===== config.mk =====
export PLATFORM = sky130hd
export DESIGN_NAME = cordic_scheduler_flat
export DESIGN_NICKNAME = d
export VERILOG_FILES = /design/src/rtl/cordic_pkg.sv /design/src/rtl/cordic_scheduler_if.sv /design/src/rtl/cordic_scheduler_rr_arbiter.sv /design/src/rtl/cordic_scheduler.sv /design/src/flat_wrapper.sv
export SDC_FILE = /design/constraint.sdc
export NUM_CORES = 1
export LEC_CHECK = 0
export ABC_AREA = 1
export CORE_MARGIN = 2
export CORE_UTILIZATION = 31
export CTS_BUF_LIST = sky130_fd_sc_hd__clkbuf_8
export DETAILED_ROUTE_END_ITERATION = 8
export GPL_ROUTABILITY_DRIVEN = 1
export PLACE_DENSITY = 0.66
export SLEW_MARGIN = 25
export SYNTH_ARGS = -nofsm -noshare
export SYNTH_HDL_FRONTEND = slang
export SYNTH_HIERARCHICAL = 1
export SYNTH_SLANG_ARGS = --single-unit

===== constraint.sdc =====
create_clock -name clock -period 8.8 [get_ports clock]
set_input_delay 0.88 -clock clock [delete_from_list [all_inputs] [get_ports clock]]
set_output_delay 0.88 -clock clock [all_outputs]
set_load 0.03 [all_outputs]

===== src/rtl/cordic_pkg.sv =====
// Shared constants for the cordic cosine sharing logic: widths, default
// pipeline depth, tag width helper and a few IEEE-754 single constants.
package cordic_pkg;

    localparam int CORDIC_DW      = 32;
    localparam int CORDIC_LATENCY = 18;

    localparam logic [CORDIC_DW-1:0] FP_ZERO = 32'h0000_0000;
    localparam logic [CORDIC_DW-1:0] FP_HALF = 32'h3F00_0000;
    localparam logic [CORDIC_DW-1:0] FP_ONE  = 32'h3F80_0000;

    // A tag must be at least one bit wide even for two requesters.
    function automatic int tag_width(input int n);
        return (n <= 2) ? 1 : $clog2(n);
    endfunction

endpackage


===== src/rtl/cordic_scheduler_if.sv =====
// Requester-side handshake bundle: per-requester operand valid/ready/data
// and per-requester result valid/ready with one shared result bus.
interface cordic_scheduler_if
    import cordic_pkg::*;
#(
    parameter int NREQ = 4,
    parameter int DW   = CORDIC_DW
);

    logic [NREQ-1:0]    req_valid;
    logic [NREQ-1:0]    req_ready;
    logic [NREQ*DW-1:0] req_data;
    logic [NREQ-1:0]    rsp_valid;
    logic [NREQ-1:0]    rsp_ready;
    logic [DW-1:0]      rsp_data;

    modport master (
        output req_valid,
        output req_data,
        output rsp_ready,
        input  req_ready,
        input  rsp_valid,
        input  rsp_data
    );

    modport slave (
        input  req_valid,
        input  req_data,
        input  rsp_ready,
        output req_ready,
        output rsp_valid,
        output rsp_data
    );

endinterface


===== src/rtl/cordic_scheduler_rr_arbiter.sv =====
// Combinational round-robin arbiter: first asserted request at or after
// i_ptr, wrapping modulo N. Reports one-hot grant, its index and whether any.
module rr_arbiter
    import cordic_pkg::*;
#(
    parameter int N = 4,
    parameter int W = tag_width(N)
) (
    input  logic [N-1:0] i_req,
    input  logic [W-1:0] i_ptr,
    output logic [N-1:0] o_grant,
    output logic [W-1:0] o_idx,
    output logic         o_any
);

    int unsigned w_pos;

    always_comb begin
        o_grant = '0;
        o_idx   = '0;
        o_any   = 1'b0;
        w_pos   = 0;
        for (int unsigned k = 0; k < N; k++) begin
            w_pos = (32'(i_ptr) + k) % N;
            if (!o_any && i_req[W'(w_pos)]) begin
                o_any             = 1'b1;
                o_grant[W'(w_pos)] = 1'b1;
                o_idx             = W'(w_pos);
            end
        end
    end

endmodule


===== src/rtl/cordic_scheduler.sv =====
// Shares one fixed-latency pipelined cordic between NREQ requesters; a
// valid/tag shift register mirrors the cordic pipeline to route results back.
module cordic_scheduler
    import cordic_pkg::*;
#(
    parameter int NREQ    = 4,
    parameter int LATENCY = CORDIC_LATENCY,
    parameter int DW      = CORDIC_DW
) (
    input  logic                         clock,
    input  logic                         reset,
    cordic_scheduler_if.slave            bus,
    output logic                         cordic_aclr,
    output logic                         cordic_clk_en,
    output logic [DW-1:0]                cordic_dataa,
    input  logic [DW-1:0]                cordic_result,
    output logic [$clog2(LATENCY+1)-1:0] in_flight,
    output logic                         idle
);

    localparam int TAGW = tag_width(NREQ);
    localparam int CNTW = $clog2(LATENCY + 1);

    logic [LATENCY-1:0] r_vld_sr;
    logic [TAGW-1:0]    r_tag_sr [LATENCY];
    logic [TAGW-1:0]    r_rr_ptr;
    logic [CNTW-1:0]    r_in_flight;

    logic [NREQ-1:0]    w_grant;
    logic [TAGW-1:0]    w_grant_idx;
    logic               w_any;
    logic               w_head_vld;
    logic [TAGW-1:0]    w_head_tag;
    logic               w_stall;
    logic               w_retire;
    logic               w_accept;

    rr_arbiter #(
        .N (NREQ),
        .W (TAGW)
    ) u_arb (
        .i_req   (bus.req_valid),
        .i_ptr   (r_rr_ptr),
        .o_grant (w_grant),
        .o_idx   (w_grant_idx),
        .o_any   (w_any)
    );

    assign w_head_vld = r_vld_sr[LATENCY-1];
    assign w_head_tag = r_tag_sr[LATENCY-1];
    assign w_retire   = w_head_vld && bus.rsp_ready[w_head_tag];
    // A result nobody can take freezes the whole cordic so it stays on the bus.
    assign w_stall    = w_head_vld && !bus.rsp_ready[w_head_tag];

    assign cordic_aclr   = reset;
    assign cordic_clk_en = !w_stall && !reset;
    assign w_accept      = w_any && cordic_clk_en;

    assign bus.req_ready = w_accept ? w_grant : '0;
    assign bus.rsp_data  = cordic_result;

    always_comb begin
        cordic_dataa = '0;
        for (int unsigned i = 0; i < NREQ; i++) begin
            if (w_accept && w_grant[i]) begin
                cordic_dataa = bus.req_data[i*DW +: DW];
            end
        end
    end

    always_comb begin
        bus.rsp_valid = '0;
        for (int unsigned i = 0; i < NREQ; i++) begin
            bus.rsp_valid[i] = !reset && w_head_vld && (w_head_tag == TAGW'(i));
        end
    end

    assign in_flight = r_in_flight;
    assign idle      = !reset && (r_in_flight == '0) && !(|bus.req_valid);

    always_ff @(posedge clock) begin
        if (reset) begin
            r_vld_sr    <= '0;
            for (int unsigned i = 0; i < LATENCY; i++) begin
                r_tag_sr[i] <= '0;
            end
            r_rr_ptr    <= '0;
            r_in_flight <= '0;
        end else if (cordic_clk_en) begin
            r_vld_sr    <= {r_vld_sr[LATENCY-2:0], w_accept};
            r_tag_sr[0] <= w_accept ? w_grant_idx : '0;
            for (int unsigned i = 1; i < LATENCY; i++) begin
                r_tag_sr[i] <= r_tag_sr[i-1];
            end
            if (w_accept) begin
                r_rr_ptr <= (w_grant_idx == TAGW'(NREQ - 1)) ? '0 : w_grant_idx + 1'b1;
            end
            if (w_accept && !w_retire) begin
                r_in_flight <= r_in_flight + 1'b1;
            end else if (!w_accept && w_retire) begin
                r_in_flight <= r_in_flight - 1'b1;
            end
        end
    end

endmodule


===== src/flat_wrapper.sv =====
// flat-port wrapper written by rule: the top's interface ports become plain ports
module cordic_scheduler_flat import cordic_pkg::*;
#(
    parameter int NREQ    = 4,
    parameter int LATENCY = CORDIC_LATENCY,
    parameter int DW      = CORDIC_DW
)
  (clock, reset, cordic_aclr, cordic_clk_en, cordic_dataa, cordic_result, in_flight, idle, bus_req_valid, bus_req_data, bus_rsp_ready, bus_req_ready, bus_rsp_valid, bus_rsp_data);
  cordic_scheduler_if #(.NREQ(NREQ), .DW(DW)) bus_i ();
  input  logic clock;
  input  logic reset;
  output logic cordic_aclr;
  output logic cordic_clk_en;
  output logic [DW-1:0] cordic_dataa;
  input  logic [DW-1:0] cordic_result;
  output logic [$clog2(LATENCY+1)-1:0] in_flight;
  output logic idle;
  input wire logic [$bits(bus_i.req_valid)-1:0] bus_req_valid;
  input wire logic [$bits(bus_i.req_data)-1:0] bus_req_data;
  input wire logic [$bits(bus_i.rsp_ready)-1:0] bus_rsp_ready;
  output wire logic [$bits(bus_i.req_ready)-1:0] bus_req_ready;
  output wire logic [$bits(bus_i.rsp_valid)-1:0] bus_rsp_valid;
  output wire logic [$bits(bus_i.rsp_data)-1:0] bus_rsp_data;
  assign bus_i.req_valid = bus_req_valid;
  assign bus_i.req_data = bus_req_data;
  assign bus_i.rsp_ready = bus_rsp_ready;
  assign bus_req_ready = bus_i.req_ready;
  assign bus_rsp_valid = bus_i.rsp_valid;
  assign bus_rsp_data = bus_i.rsp_data;
  cordic_scheduler #(.NREQ(NREQ), .LATENCY(LATENCY), .DW(DW)) u_core (.clock(clock), .reset(reset), .bus(bus_i), .cordic_aclr(cordic_aclr), .cordic_clk_en(cordic_clk_en), .cordic_dataa(cordic_dataa), .cordic_result(cordic_result), .in_flight(in_flight), .idle(idle));
endmodule

==> impl_metrics.py <==
metrics = {
    "final_layout": {
        "area_delta_synth_final_pct": 41.9,
        "nets": 1025,
        "drive_above_1_share_pct": 4.72,
        "n_fill_cell": 1541,
        "n_antenna_cell": 0,
    },
    "synth": {
        "synthArstFlopShare_pct": 0,
        "synth_compound_gate_area_share_pct": 8.40,
        "synth_ff_type": "edfxtp_1",
        "synth_xor_xnor_area_share_pct": 0.569,
        "synth_fa_ha_area_share_pct": 3.42,
        "synth_nets": 889,
        "synth_seq_cells": 61,
        "synth_top_cell_area_share_pct": 23.4,
        "synth_seq_area_share_pct": 34.3,
        "netlist_area_mm2": 0.00462,
        "synth_common_cells": "196 x nand2_1, 139 x inv_1, 76 x nor2_1",
        "synth_area_leaders": "edfxtp_1 23%, nand2_1 16%, inv_1 11%",
        "avgSynthCellArea_um2": 6.53,
        "synth_top_cell_by_area": "edfxtp_1",
        "synth_edf_count": 36,
        "synthMuxAreaShare_pct": 0,
        "synth_top_family_by_area": "simple AND/OR/NAND/NOR gates",
        "synth_warnings": 6,
        "synth_most_common_cell": "nand2_1",
        "synthSimpleGateAreaFrac_pct": 33.0,
        "syn_inst": 707,
        "synth_cell_types": 30,
    },
    "drt": {
        "wl_um": 13000,
        "met3WireLength_um": 903,
        "vias": 4574,
        "avgViaCountPerCell": 4.43,
        "m1WireLength_um": 5300,
        "wl_per_cell_um": 12.6,
        "ant_nets": 0,
        "routed.top_layer": "met4",
        "dr.pass1.iters": 4,
        "met2WireLength_um": 6460,
        "first_iter_violations": 215,
        "drcViolationCount": 0,
    },
    "placed_design": {
        "hpwl_um": 9660,
        "place.gp.congestion": 0.822,
        "dp_slack_ns": 3.38,
        "port_buffers": 185,
    },
    "clocking": {
        "cts_resized": 0,
        "postCtsSetupBuffers": 0,
        "cts_made_buffers": 9,
        "cts_tree": "built",
        "cts_max_level": 3,
        "clk_latency_ns": 0.33,
        "cts_root_buf": "clkbuf_8",
        "numClockSinks": 61,
        "cts_hold_buf": 0,
        "cts-root-to-sink-buffers": 2,
        "clk_pin_slew_ns": 0.06,
    },
    "grt": {
        "grt_max_degree": 66,
        "gr-usage-all-layers_pct": 16.0,
        "grt_pass1_vias": 4340,
        "antenna_found_initial": 0,
        "grt_overflow_total": 0,
        "grt_pass1_wl_um": 20900,
    },
    "critical_path": {
        "critPathSlowestCell": "nor2_4",
        "path_max_fanout": 34,
        "crit_chain": "inv_2 > ha_1 > inv_1 > nand3_1 > nand2_1 > nor2_1 > a21oi_1 > nand3_1 > inv_1 > nor2_4 > inv_2 > nand3_1 > nand2_1 > nand2_1 > clkdlybuf4s50_1",
        "worst_ep_arrival_time_ns": 4.56,
        "crit_type": "reg -> out",
        "cp-start-kind": "flip-flop",
        "crit_required_ns": 7.92,
        "path_buf_inv": 5,
        "cp-end-kind": "output port",
        "r2r_setup_slack_ns": 5.17,
        "path_delay_family": "simple AND/OR/NAND/NOR gates",
        "max_stage_delay_ns": 0.67,
    },
    "sta": {
        "slew_violations": 0,
        "slew_headroom_pct": 42.5,
        "final-setup-viol-count": 0,
        "hold_slack_ns": 0.460,
        "fmax_ghz": 0.184,
        "grt_setup_unrepaired": "no",
        "hold_viol": 0,
        "fin_setup_tns_ns": 0,
        "worst_pin_slew_ns": 0.860,
        "skew_ns": 0.00517,
        "fin_ws_ns": 3.36,
        "min_period_over_period_pct": 61.8,
        "min_period_ns": 5.44,
    },
    "floorplanning": {
        "dieArea_mm2": 0.0159,
        "pin_count": 250,
        "initial_core_util_pct": 31.8,
        "row_count": 44,
        "die_h_um": 126,
        "die_w_um": 126,
        "core_area_mm2": 0.0145,
    },
    "pwr": {
        "ir_worst_vdd_mv": 0.231,
        "leakagePower_nw": 2.99,
        "power_density_mw_per_mm2": 324,
    },
    "hold_path": {
        "hold_class": "reg -> reg",
    },
    "flow_run": {
        "drv_cap": 0,
    },
    "status": {
        "status": "complete, no violations",
    },
}
[per-stage QoR]
step	util [%]	cells	total power, W	cell area (µm²)
CTS	45.1	1032	0.00215	6550
global route	45.1	1032	0.00228	6550
detailed placement	43.5	1016	0.00186	6330
finish	45.1	1032	0.00212	6550
global placement	43.5	1016	0.00186	6320
floorplan	-	707	0.00137	4620
[registers in the layout, summed over array words and instances, names as in the netlist]
name              flops
u_core/in_flight      5
u_core/r_rr_ptr       2
u_core/r_tag_sr      36
u_core/r_vld_sr      18
[cell families (layout without fill, tap and decap cells)]
logic type                 count (synthesis)  after routing
AOI/OAI and AO/OA                         72             72
xor gates and xnor gates                   3              3
adders and majority gates                 12             12
buffers and inverters                    205            346
DFF                                       61             61
and+or+nand+nor                          354            354
[worst paths after layout]
check / from / to / depth (start not counted)
setup / recovery: u_core/r_rr_ptr[0] / cordic_dataa[0] / 15
setup reg to reg: u_core/r_rr_ptr[0] / u_core/in_flight[4] / 19
hold / removal: u_core/r_vld_sr[16] / u_core/r_vld_sr[17] / 2
hold reg to reg: u_core/r_vld_sr[16] / u_core/r_vld_sr[17] / 2
[layout by cell type, fill, tap and decap left out, types with 3 or more instances in the layout]
master	instances
clkdlybuf4s50_1	185
ha_1	11
buf_4	3
inv_2	3
nand2_1	195
nand2_2	7
inv_1	140
a21oi_1	46
edfxtp_1	36
nand3_1	50
o21ai_0	8
nor2_4	5
clkbuf_8	11
xor2_1	3
o22ai_1	14
nor2_1	76
a21boi_0	4
nand4_1	7
dfxtp_1	25
nor3_1	4
[final cells by class]
type	instances	area [µm²]	share of cell area (%)
repair buffers	188	1870	28.6
well taps	184	230	3.51
flip-flops and latches	61	1580	24.1
inverters	142	533	8.14
multi-input cells	441	2110	32.2
clock buffers	11	151	2.31
clock inverters	5	73.8	1.13
[routing by layer]
layer / global-route usage, % / vias up
met5: 0 / -
met2: 28.3 / 149
met1: 18.1 / 2002
li1: - / 2403
met4: 6.27 / 0
met3: 4.84 / 20
[worst register-to-register path, delay by kind of cell (launching register included)]
family | cells | cell delay, ns
AOI/OAI and AO/OA | 2 | 0.24
xor gates and xnor gates | 1 | 0.16
adders and majority gates | 3 | 0.95
buffers and inverters | 4 | 0.54
DFF | 1 | 0.56
and+or+nand+nor | 9 | 1.09
[power breakdown]
group	switching (W)	internal, W
Sequential	0.0000192	0.000321
Combinational	0.000944	0.000565
Clock	0.000103	0.000173
Note: power is estimated with default switching activity, not from simulation.
